<file path="src/rtl/fe_ci_initiator.sv">
// fe_ci_initiator: fabric-side initiator for the function-evaluation
// custom-instruction handshake. A job of N float samples is taken from a
// valid/ready stream and turned into one CLEAR, ceil(N/2) GO instructions
// (operands paired x_one/x_two, odd tail padded with zero) and one READ,
// whose result is returned on a valid/ready output.
//
// Optional feature macro: FE_CI_TIMEOUT_EN
//   defined   : per-instruction watchdog of TIMEOUT_CYCLES cycles; on expiry
//               error is set (sticky) and 0xFFFFFFFF is returned as result.
//   undefined : WAIT states wait forever, error is tied 0.
//
// Ports:
//   clk, rst                 clock, asynchronous active-low reset
//   job_start, job_count     job request (sampled only in IDLE) and sample count
//   sample_valid/_data/_ready  sample input stream
//   res_valid/_data/_ready   job result output stream
//   busy                     high from job acceptance until result handoff
//   error                    sticky timeout flag
//   ci_clk_en, ci_start, ci_n, ci_dataa, ci_datab   instruction request
//   ci_done, ci_result       instruction completion and result
module fe_ci_initiator #(
  parameter int unsigned FLT_DATA_WIDTH = 32,
  parameter int unsigned N_WIDTH        = 2,
  parameter int unsigned CNT_WIDTH      = 16,
  parameter int unsigned TIMEOUT_CYCLES = 1024
) (
  input  logic                      clk,
  input  logic                      rst,
  input  logic                      job_start,
  input  logic [CNT_WIDTH-1:0]      job_count,
  input  logic                      sample_valid,
  input  logic [FLT_DATA_WIDTH-1:0] sample_data,
  output logic                      sample_ready,
  output logic                      res_valid,
  output logic [FLT_DATA_WIDTH-1:0] res_data,
  input  logic                      res_ready,
  output logic                      busy,
  output logic                      error,
  output logic                      ci_clk_en,
  output logic                      ci_start,
  output logic [N_WIDTH-1:0]        ci_n,
  output logic [FLT_DATA_WIDTH-1:0] ci_dataa,
  output logic [FLT_DATA_WIDTH-1:0] ci_datab,
  input  logic                      ci_done,
  input  logic [FLT_DATA_WIDTH-1:0] ci_result
);

  localparam logic [N_WIDTH-1:0] OP_CLEAR = N_WIDTH'(0);
  localparam logic [N_WIDTH-1:0] OP_GO    = N_WIDTH'(1);
  localparam logic [N_WIDTH-1:0] OP_READ  = N_WIDTH'(2);

  typedef enum logic [3:0] {
    S_IDLE,
    S_CLR_ISSUE,
    S_CLR_WAIT,
    S_LOAD_A,
    S_LOAD_B,
    S_GO_ISSUE,
    S_GO_WAIT,
    S_RD_ISSUE,
    S_RD_WAIT,
    S_OUTPUT
  } state_t;

  state_t                    r_state;
  logic [CNT_WIDTH-1:0]      r_remaining;
  logic                      r_busy;
  logic                      r_sample_ready;
  logic                      r_res_valid;
  logic [FLT_DATA_WIDTH-1:0] r_res_data;
  logic                      r_ci_clk_en;
  logic                      r_ci_start;
  logic [N_WIDTH-1:0]        r_ci_n;
  logic [FLT_DATA_WIDTH-1:0] r_ci_dataa;
  logic [FLT_DATA_WIDTH-1:0] r_ci_datab;

  logic w_sample_hs;
  logic w_more_samples;
  logic w_in_wait;

  assign w_sample_hs    = sample_valid & r_sample_ready;
  assign w_more_samples = (r_remaining != '0);
  assign w_in_wait      = (r_state == S_CLR_WAIT) || (r_state == S_GO_WAIT) ||
                          (r_state == S_RD_WAIT);

`ifdef FE_CI_TIMEOUT_EN
  localparam int unsigned WD_W = (TIMEOUT_CYCLES > 2) ? $clog2(TIMEOUT_CYCLES) : 1;

  logic [WD_W-1:0] r_wd_cnt;
  logic            r_error;
  logic            w_wd_expired;

  // Counter holds the number of cycles since ci_start rose: the ISSUE cycle
  // counts as the first, so expiry lands exactly TIMEOUT_CYCLES after launch.
  always_ff @(posedge clk or negedge rst) begin
    if (!rst) begin
      r_wd_cnt <= '0;
    end else if ((r_state == S_CLR_ISSUE) || (r_state == S_GO_ISSUE) ||
                 (r_state == S_RD_ISSUE)) begin
      r_wd_cnt <= WD_W'(1);
    end else if (w_in_wait) begin
      r_wd_cnt <= r_wd_cnt + WD_W'(1);
    end
  end

  assign w_wd_expired = w_in_wait && !ci_done &&
                        (r_wd_cnt == WD_W'(TIMEOUT_CYCLES - 1));
  assign error        = r_error;
`else
  assign error        = 1'b0;
`endif

  // Main sequencer: all handshake and instruction outputs are registered here.
  always_ff @(posedge clk or negedge rst) begin
    if (!rst) begin
      r_state        <= S_IDLE;
      r_remaining    <= '0;
      r_busy         <= 1'b0;
      r_sample_ready <= 1'b0;
      r_res_valid    <= 1'b0;
      r_res_data     <= '0;
      r_ci_clk_en    <= 1'b0;
      r_ci_start     <= 1'b0;
      r_ci_n         <= '0;
      r_ci_dataa     <= '0;
      r_ci_datab     <= '0;
`ifdef FE_CI_TIMEOUT_EN
      r_error        <= 1'b0;
`endif
    end else begin
      // ci_start is a one-cycle pulse, raised only on entry to an ISSUE state.
      r_ci_start <= 1'b0;

      case (r_state)
        S_IDLE: begin
          if (job_start) begin
            r_remaining <= job_count;
            r_busy      <= 1'b1;
            r_ci_clk_en <= 1'b1;
            r_ci_dataa  <= '0;
            r_ci_datab  <= '0;
            r_ci_start  <= 1'b1;
            r_ci_n      <= OP_CLEAR;
            r_state     <= S_CLR_ISSUE;
          end
        end

        S_CLR_ISSUE: r_state <= S_CLR_WAIT;
        S_GO_ISSUE:  r_state <= S_GO_WAIT;
        S_RD_ISSUE:  r_state <= S_RD_WAIT;

        S_CLR_WAIT, S_GO_WAIT: begin
          if (ci_done) begin
            if (w_more_samples) begin
              r_sample_ready <= 1'b1;
              r_state        <= S_LOAD_A;
            end else begin
              r_ci_start <= 1'b1;
              r_ci_n     <= OP_READ;
              r_state    <= S_RD_ISSUE;
            end
          end
        end

        S_LOAD_A: begin
          if (w_sample_hs) begin
            r_ci_dataa  <= sample_data;
            r_remaining <= r_remaining - CNT_WIDTH'(1);
            if (r_remaining == CNT_WIDTH'(1)) begin
              // Odd tail: pair the last sample with a zero x_two.
              r_ci_datab     <= '0;
              r_sample_ready <= 1'b0;
              r_ci_start     <= 1'b1;
              r_ci_n         <= OP_GO;
              r_state        <= S_GO_ISSUE;
            end else begin
              r_state <= S_LOAD_B;
            end
          end
        end

        S_LOAD_B: begin
          if (w_sample_hs) begin
            r_ci_datab     <= sample_data;
            r_remaining    <= r_remaining - CNT_WIDTH'(1);
            r_sample_ready <= 1'b0;
            r_ci_start     <= 1'b1;
            r_ci_n         <= OP_GO;
            r_state        <= S_GO_ISSUE;
          end
        end

        S_RD_WAIT: begin
          if (ci_done) begin
            r_res_data  <= ci_result;
            r_res_valid <= 1'b1;
            r_state     <= S_OUTPUT;
          end
        end

        S_OUTPUT: begin
          if (res_ready) begin
            r_res_valid <= 1'b0;
            r_busy      <= 1'b0;
            r_ci_clk_en <= 1'b0;
            r_state     <= S_IDLE;
          end
        end

        default: r_state <= S_IDLE;
      endcase

`ifdef FE_CI_TIMEOUT_EN
      // Watchdog expiry abandons the instruction and reports an all-ones result.
      if (w_wd_expired) begin
        r_error        <= 1'b1;
        r_res_data     <= '1;
        r_res_valid    <= 1'b1;
        r_sample_ready <= 1'b0;
        r_state        <= S_OUTPUT;
      end
`endif
    end
  end

  assign busy         = r_busy;
  assign sample_ready = r_sample_ready;
  assign res_valid    = r_res_valid;
  assign res_data     = r_res_data;
  assign ci_clk_en    = r_ci_clk_en;
  assign ci_start     = r_ci_start;
  assign ci_n         = r_ci_n;
  assign ci_dataa     = r_ci_dataa;
  assign ci_datab     = r_ci_datab;

endmodule

</file>
<file path="config.mk">
export PLATFORM = sky130hd
export DESIGN_NAME = fe_ci_initiator
export DESIGN_NICKNAME = d
export VERILOG_FILES = /design/src/rtl/fe_ci_initiator.sv
export SDC_FILE = /design/constraint.sdc
export NUM_CORES = 1
export LEC_CHECK = 0
export CAP_MARGIN = 25
export CORE_MARGIN = 8
export CORE_UTILIZATION = 30
export CTS_BUF_LIST = sky130_fd_sc_hd__clkbuf_4
export CTS_CLUSTER_SIZE = 20
export DETAILED_ROUTE_END_ITERATION = 6
export GPL_ROUTABILITY_DRIVEN = 0
export GPL_TIMING_DRIVEN = 0
export PLACE_DENSITY = 0.57
export SYNTH_ARGS = -nofsm -noshare
export SYNTH_HDL_FRONTEND = slang
export SYNTH_SLANG_ARGS = --single-unit
</file>
<file path="constraint.sdc">
create_clock -name clk -period 2.35 [get_ports clk]
set_input_delay 0.705 -clock clk [delete_from_list [all_inputs] [get_ports clk]]
set_output_delay 0.705 -clock clk [all_outputs]
set_load 0.05 [all_outputs]
</file>
==> results of run 1 <==
-- synthesized netlist by cell type (all sizes together) (2+ instances only) --
| master | number | area (um2) |
|---|---|---|
| dfrtp | 122 | 3050 |
| nand2 | 88 | 330 |
| o21ai | 58 | 294 |
| a22o | 33 | 289 |
| mux2 | 32 | 360 |
| nor2 | 24 | 92.6 |
| buf | 22 | 129 |
| a21oi | 17 | 96.4 |
| clkbuf | 12 | 45.0 |
| nor3 | 11 | 55.1 |
| nor4 | 5 | 52.6 |
| a22oi | 4 | 30.0 |
| inv | 4 | 15.0 |
| nor2b | 4 | 27.5 |
| nor3b | 4 | 35.0 |
| or4 | 4 | 33.8 |
| a2bb2oi | 3 | 26.3 |
| and3 | 3 | 18.8 |
| ha | 3 | 37.5 |
| nand3 | 3 | 15.0 |
| nor4bb | 3 | 30.0 |
| o22ai | 3 | 18.8 |
| or2 | 3 | 18.8 |
| a21o | 2 | 15.0 |
| a31o | 2 | 17.5 |
| and2 | 2 | 12.5 |
| or3b | 2 | 17.5 |
-- state kept, by name, indices dropped and copies added, names as in the netlist --
register	flops
ci_start	1
ci_clk_en	1
r_state	4
ci_dataa	32
ci_n	2
res_valid	1
r_remaining	16
res_data	32
ci_datab	32
sample_ready	1
-- per-layer routing --
layer  track usage (%)  vias to the layer above  wire length [um]
li1                  -                     2170                 -
met1              18.3                     2235              7430
met2              25.8                      125              8460
met3              5.25                       18              1030
met4              3.94                        2               165
met5                 0                        -                 8
-- worst register-to-register path: stages, from the launching register on --
cell and delay, ns:
sky130_fd_sc_hd__dfrtp_1 0.44, sky130_fd_sc_hd__or4_1 0.53, sky130_fd_sc_hd__buf_2 0.18, sky130_fd_sc_hd__nor4_4 0.25
sky130_fd_sc_hd__buf_4 0.18, sky130_fd_sc_hd__a21oi_4 0.12, sky130_fd_sc_hd__buf_6 0.20, sky130_fd_sc_hd__a22o_1 0.19
-- worst paths after layout --
check	to	cells past startpoint
worst min-delay path	ci_dataa[27]$_DFFE_PN0P_	2
max in group asynchronous	ci_dataa[30]$_DFFE_PN0P_	3
worst max register to register	ci_datab[3]$_DFFE_PN0P_	7
worst min register to register	ci_dataa[27]$_DFFE_PN0P_	2
min in group asynchronous	res_data[18]$_DFFE_PN0P_	2
worst max-delay path	r_remaining[1]$_DFFE_PN0P_	8
-- layout by cell type (no fill, tap or decap), drive strengths merged, types with 4 or more instances in the layout --
cell type	n
a22o	33
a22oi	4
inv	5
nor2	24
bufinv	5
o21ai	58
a21oi	17
nor3b	4
dfrtp	122
or4	4
clkinv	4
clkbuf	31
dlygate4sd2	101
nand2	88
mux2	32
nor3	11
nor4	5
clkinvlp	5
clkdlybuf4s50	84
buf	26
nor2b	4
-- power breakdown --
| part | internal [mW] | switching (mW) | leakage [nW] | total, mW |
|---|---|---|---|---|
| combinational | 1.67 | 3.78 | 2.03 | 5.45 |
| clock | 0.949 | 0.864 | 0.168 | 1.81 |
| sequential | 2.83 | 0.508 | 1.62 | 3.34 |
-- kinds of logic (layout without fill, tap and decap cells) --
family	Yosys count	after routing	synth area share, %
AO/OA/AOI/OAI	132	132	16.5
flip-flops	122	122	57.5
other	1	1	0.0707
XOR/XNOR	1	1	0.165
adder cells (fa/ha/maj)	3	3	0.708
AND/OR/NAND/NOR	160	160	14.5
buffers and inverters	38	262	3.56
multiplexers	33	33	6.98
-- layout make-up --
type	instances	share of cell area, %
sequential	122	39.3
timing repair buffer	192	23.2
buffer	34	2.31
clock buffer	17	1.64
inverter	4	0.193
clock inverter	15	2.87
tap	225	3.63
multi-input combinational	330	26.8
-- what timing repair did --
item                                    4_1_cts  5_1_grt
pin swaps                                     1        1
setup buffers                                 1        1
gates resized for setup                     107        9
hold endpoints to repair                     14        0
hold buffers                                  1        0
endpoints found under the setup margin      113       41
-- per-stage QoR --
stage | util [%] | hold slack [ns] | power [mW]
2_1_floorplan | - | 0.409 | 7.15
3_3_place_gp | 43.2 | 0.467 | 9.17
3_5_place_dp | 43.3 | 0.471 | 9.27
4_1_cts | 44.8 | 0.490 | 10.7
5_1_grt | 44.9 | 0.504 | 11.2
6_report | 44.9 | 0.487 | 10.6
==> impl_metrics.tcl, run 1 <==
set metrics [dict create \
    postSynthNetCount 579 \
    timing.setup.critical_path_class "in2reg" \
    final.fill_count 1637 \
    path_buf_inv 3 \
    clockRootBuffer "sky130_fd_sc_hd__clkbuf_4" \
    dp_slack_ns -0.719 \
    fin_cells 939 \
    critPathMostFrequentCell "sky130_fd_sc_hd__buf_4" \
    final-max-slew-violation-count 0 \
    number_of_buffers_on_the_longest_clock_path 2 \
    run_status "finished, final reports clean" \
    synth_area_um2 5310 \
    port-buffer-count 188 \
    normalized_max_slew_margin_pct 60.9 \
    vias_in_the_first_global_route 4870 \
    regToRegStartpoint "r_remaining[9]$_DFFE_PN0P_" \
    hp-class "reg2reg" \
    core.rowCount 48 \
    viasPerCell 4.85 \
    postRouteAntennaNets 0 \
    setup-tns-final_ns 0 \
    cts_max_level 4 \
    syn_inst 490 \
    worst_setup_hold_path_clk_slew_ns 0.11 \
    initial_antenna_violation_count 1 \
    post_drt_wl_per_cell_um 18.2 \
    critPathLaunch "job_start" \
    dpl_cell_area_um2 7500 \
    critical_path.startpoint_type "input port" \
    grt_max_degree 94 \
    max_freq_ghz 0.438 \
    floorplan.die.height_um 149 \
    cts_sinks 122 \
    netlist-cell-type-count 57 \
    clkLatencyLatePin_ns 0.53 \
    tritoncts_clock_tree "yes" \
    detailedRoute.firstPassIterationCount 4 \
    postSynth.asyncResetShare_pct 100 \
    seq_area_frac_synth_pct 57.5 \
    synth-edff-count 0 \
    layout_setup_ws_ns 0.0656 \
    wl_um 17100 \
    synth_ff_type "sky130_fd_sc_hd__dfrtp_1" \
    slowest_stage "sky130_fd_sc_hd__clkdlybuf4s50_1" \
    tightestPinTransition_ns 0.582 \
    synth.avg_cell_area_um2 10.8 \
    holdCritStartpoint "ci_dataa[27]$_DFFE_PN0P_" \
    max_rail_drop_vdd_v 0.000562 \
    slowest_delay_ns 0.52 \
    vias 4550 \
    layout-drive-gt1-share_pct 14.4 \
    worstPathCellList "clkdlybuf4s50_1 > or3b_4 > a21o_1 > buf_4 > nor2b_2 > buf_4 > a211oi_1 > a21oi_1" \
    final_min_period_over_clock_period_pct 97.2 \
    power.density_cell_area_nw_per_um2 1370 \
    post-dp-hpwl_um 12800 \
    grt_use_total_pct 15.3 \
    worstPathRequired_ns 2.75 \
    final.setup_skew_ns 0.0236 \
    dpl.cell_count 904 \
    r2r_setup_slack_ns 0.13 \
    post-route-drc-count 0 \
    die_area_um2 22200 \
    leakagePower_nw 3.82 \
    die-width_um 149 \
    number_of_setup_violations_in_the_final_report 0 \
    syn2layout_area_growth_pct 46.3 \
    max-cap-violations 0 \
    design.core.area_um2 17300 \
    design_area_um2 7760 \
    antennaDiodeCount 0 \
    number_of_buffers_created_by_cts 17 \
    floorplan.initialDensity_pct 30.7 \
    finalCriticalPeriod_ns 2.28 \
    critical_path.max_fanout 10 \
    multiInputGateArea_um2 2080 \
    grt_overflow_total 0 \
    grt_first_pass_wirelength_um 26800 \
    final-seq-area_um2 3050 \
    yosys_register_bits 122 \
    hold_violations 0 \
    drt_iter0_drc 252 \
    timing.critical_path.arrival_ns 2.69 \
    top_level_ports 190 \
    rsz0062_at_grt "false" \
    finish.net_count 790 \
    cpLargestDelayFamily "buffers and inverters" \
    worst_setup_path_end_kind "flop" \
    ys.warnings.count 0 \
]
No activity file was read; power rests on OpenSTA's default activity.
==> run 2, diff against run 1 <==
--- a/config.mk
+++ b/config.mk
@@ -14,6 +14,7 @@
 export GPL_ROUTABILITY_DRIVEN = 0
 export GPL_TIMING_DRIVEN = 0
 export PLACE_DENSITY = 0.57
+export REMOVE_ABC_BUFFERS = 1
 export SYNTH_ARGS = -nofsm -noshare
 export SYNTH_HDL_FRONTEND = slang
 export SYNTH_SLANG_ARGS = --single-unit
==> impl_metrics.tcl, run 2 (synthesis gave the netlist of run 1 again) <==
set metrics [dict create \
    run_status "finished, final reports clean" \
    finalCriticalPeriod_ns 2.26 \
    post-route-drc-count 0 \
    hp-class "reg2reg" \
    multiInputGateArea_um2 2120 \
    rsz0062_at_grt "false" \
    slowest_delay_ns 0.50 \
    cts_max_level 4 \
    drt_iter0_drc 190 \
    dpl.cell_count 877 \
    mostFrequentLayoutCells "sky130_fd_sc_hd__dfrtp_1, sky130_fd_sc_hd__dlygate4sd2_1, sky130_fd_sc_hd__nand2_1, sky130_fd_sc_hd__clkdlybuf4s50_1, sky130_fd_sc_hd__o21ai_0" \
    max_rail_drop_vdd_v 0.000685 \
    min_delay_path_depth 2 \
    number_of_setup_violations_in_the_final_report 0 \
    core.rowCount 48 \
    finish.net_count 766 \
    max_freq_ghz 0.442 \
    slowest_stage "sky130_fd_sc_hd__clkdlybuf4s50_1" \
    vias 4494 \
    detailedRoute.firstPassIterationCount 4 \
    r2r_setup_slack_ns 0.12 \
    fin_cells 916 \
    post_drt_wl_per_cell_um 17.7 \
    rr_worst_depth 5 \
    layout_setup_ws_ns 0.0869 \
    design_area_um2 7730 \
    tightestPinTransition_ns 0.594 \
    path_buf_inv 1 \
    critical_path.max_fanout 30 \
    timing.setup.critical_path_class "in2reg" \
    worstPathCellList "clkdlybuf4s50_1 > or3b_2 > a21o_4 > o21ai_2 > o21ai_0 > a22o_1" \
    number_of_buffers_created_by_cts 17 \
    worst_setup_hold_path_clk_slew_ns 0.11 \
    worstReg2RegEnd "ci_datab[15]$_DFFE_PN0P_" \
    number_of_buffers_on_the_longest_clock_path 2 \
    top_level_ports 190 \
    design.core.area_um2 17300 \
    leakagePower_nw 3.80 \
    regToRegStartpoint "r_remaining[9]$_DFFE_PN0P_" \
    dp_slack_ns -0.915 \
    timing.critical_path.arrival_ns 2.68 \
    hold_violations 0 \
    dpl_cell_area_um2 7500 \
    cpLargestDelayFamily "compound AO/OA/AOI/OAI gates" \
    power.density_cell_area_nw_per_um2 1320 \
    worstPathRequired_ns 2.76 \
    grt_use_total_pct 14.6 \
    normalized_max_slew_margin_pct 60.3 \
    floorplan.die.height_um 149 \
    cts_sinks 122 \
    final-seq-area_um2 3060 \
    wl_um 16300 \
    layout_commonest_cell "sky130_fd_sc_hd__dfrtp_1" \
    vias_in_the_first_global_route 4526 \
    post-dp-hpwl_um 11700 \
    final.fill_count 1639 \
    grt_overflow_total 0 \
    viasPerCell 4.91 \
    port-buffer-count 188 \
    grt_max_degree 98 \
    grt_first_pass_wirelength_um 25700 \
    clockRootBuffer "sky130_fd_sc_hd__clkbuf_4" \
    floorplan.initialDensity_pct 30.7 \
    critPathLaunch "job_start" \
    final-max-slew-violation-count 0 \
    final_min_period_over_clock_period_pct 96.3 \
    max-cap-violations 0 \
    clkLatencyLatePin_ns 0.52 \
    tritoncts_clock_tree "yes" \
    critical_path.startpoint_type "input port" \
    die_area_um2 22200 \
    initial_antenna_violation_count 1 \
    worst_setup_path_end_kind "flop" \
    postRouteAntennaNets 0 \
    holdCritStartpoint "ci_n[1]$_DFFE_PN0P_" \
    die-width_um 149 \
    final.setup_skew_ns 0.0186 \
    layout-drive-gt1-share_pct 14.8 \
    syn2layout_area_growth_pct 45.6 \
    worstHoldEndpoint "ci_n[1]$_DFFE_PN0P_" \
]
## run 2: power by group
part	total, mW	internal (mW)	switching [mW]
logic	5.34	1.70	3.64
clock network	1.49	0.649	0.838
registers	3.40	2.84	0.568
total	10.2	5.19	5.05
## run 2: worst min-delay path, delay by kind of cell, from the launching register on
family | cells | cell delay (ns)
and+or+nand+nor | 2 | 0.10
DFF | 1 | 0.35
## run 2: worst max-delay path by stage
stage,cells after the start,to
final,6,r_remaining[5]$_DFFE_PN0P_
after global routing,6,r_remaining[5]$_DFFE_PN0P_
after CTS,5,ci_datab[15]$_DFFE_PN0P_
after detailed placement,6,r_remaining[0]$_DFFE_PN0P_
after global placement,4,r_remaining[0]$_DFFE_PN0P_
after floorplan,4,r_remaining[0]$_DFFE_PN0P_
## run 2: area by class of cell
type,count,share of cell area [%]
flip-flops and latches,122,39.5
multi-input cells,331,27.4
repair buffers,201,25.5
well taps,225,3.64
clock inverters,14,1.91
clock buffers,18,1.75
inverters,4,0.194
diodes,1,0.0324
## run 2: routing by layer
metal,GRT usage [%],vias up,share of wire (%)
li1,-,2122,-
met1,17.7,2221,43
met2,24.8,140,50
met3,3.94,11,5.5
met4,4.64,0,1.2
met5,0,-,0
## run 2: timing repair
action,CTS,global route
setup endpoints to repair,122,23
buffers inserted,2,2
endpoints found under the hold margin,20,0
gates cloned,1,0
pin swaps,2,1
resized for setup,107,4
hold buffers,1,0
## run 2: stage by stage
step / util (%) / total power [mW] / hold WS, ns / TNS (ns)
final: 44.7 / 10.2 / 0.479 / 0
after global routing: 44.7 / 10.9 / 0.505 / 0
after CTS: 44.5 / 10.4 / 0.485 / 0
after detailed placement: 43.3 / 9.20 / 0.463 / -40.80
after global placement: 42.2 / 10.3 / 0.462 / -815.28
after floorplan: - / 7.00 / 0.409 / -81.77
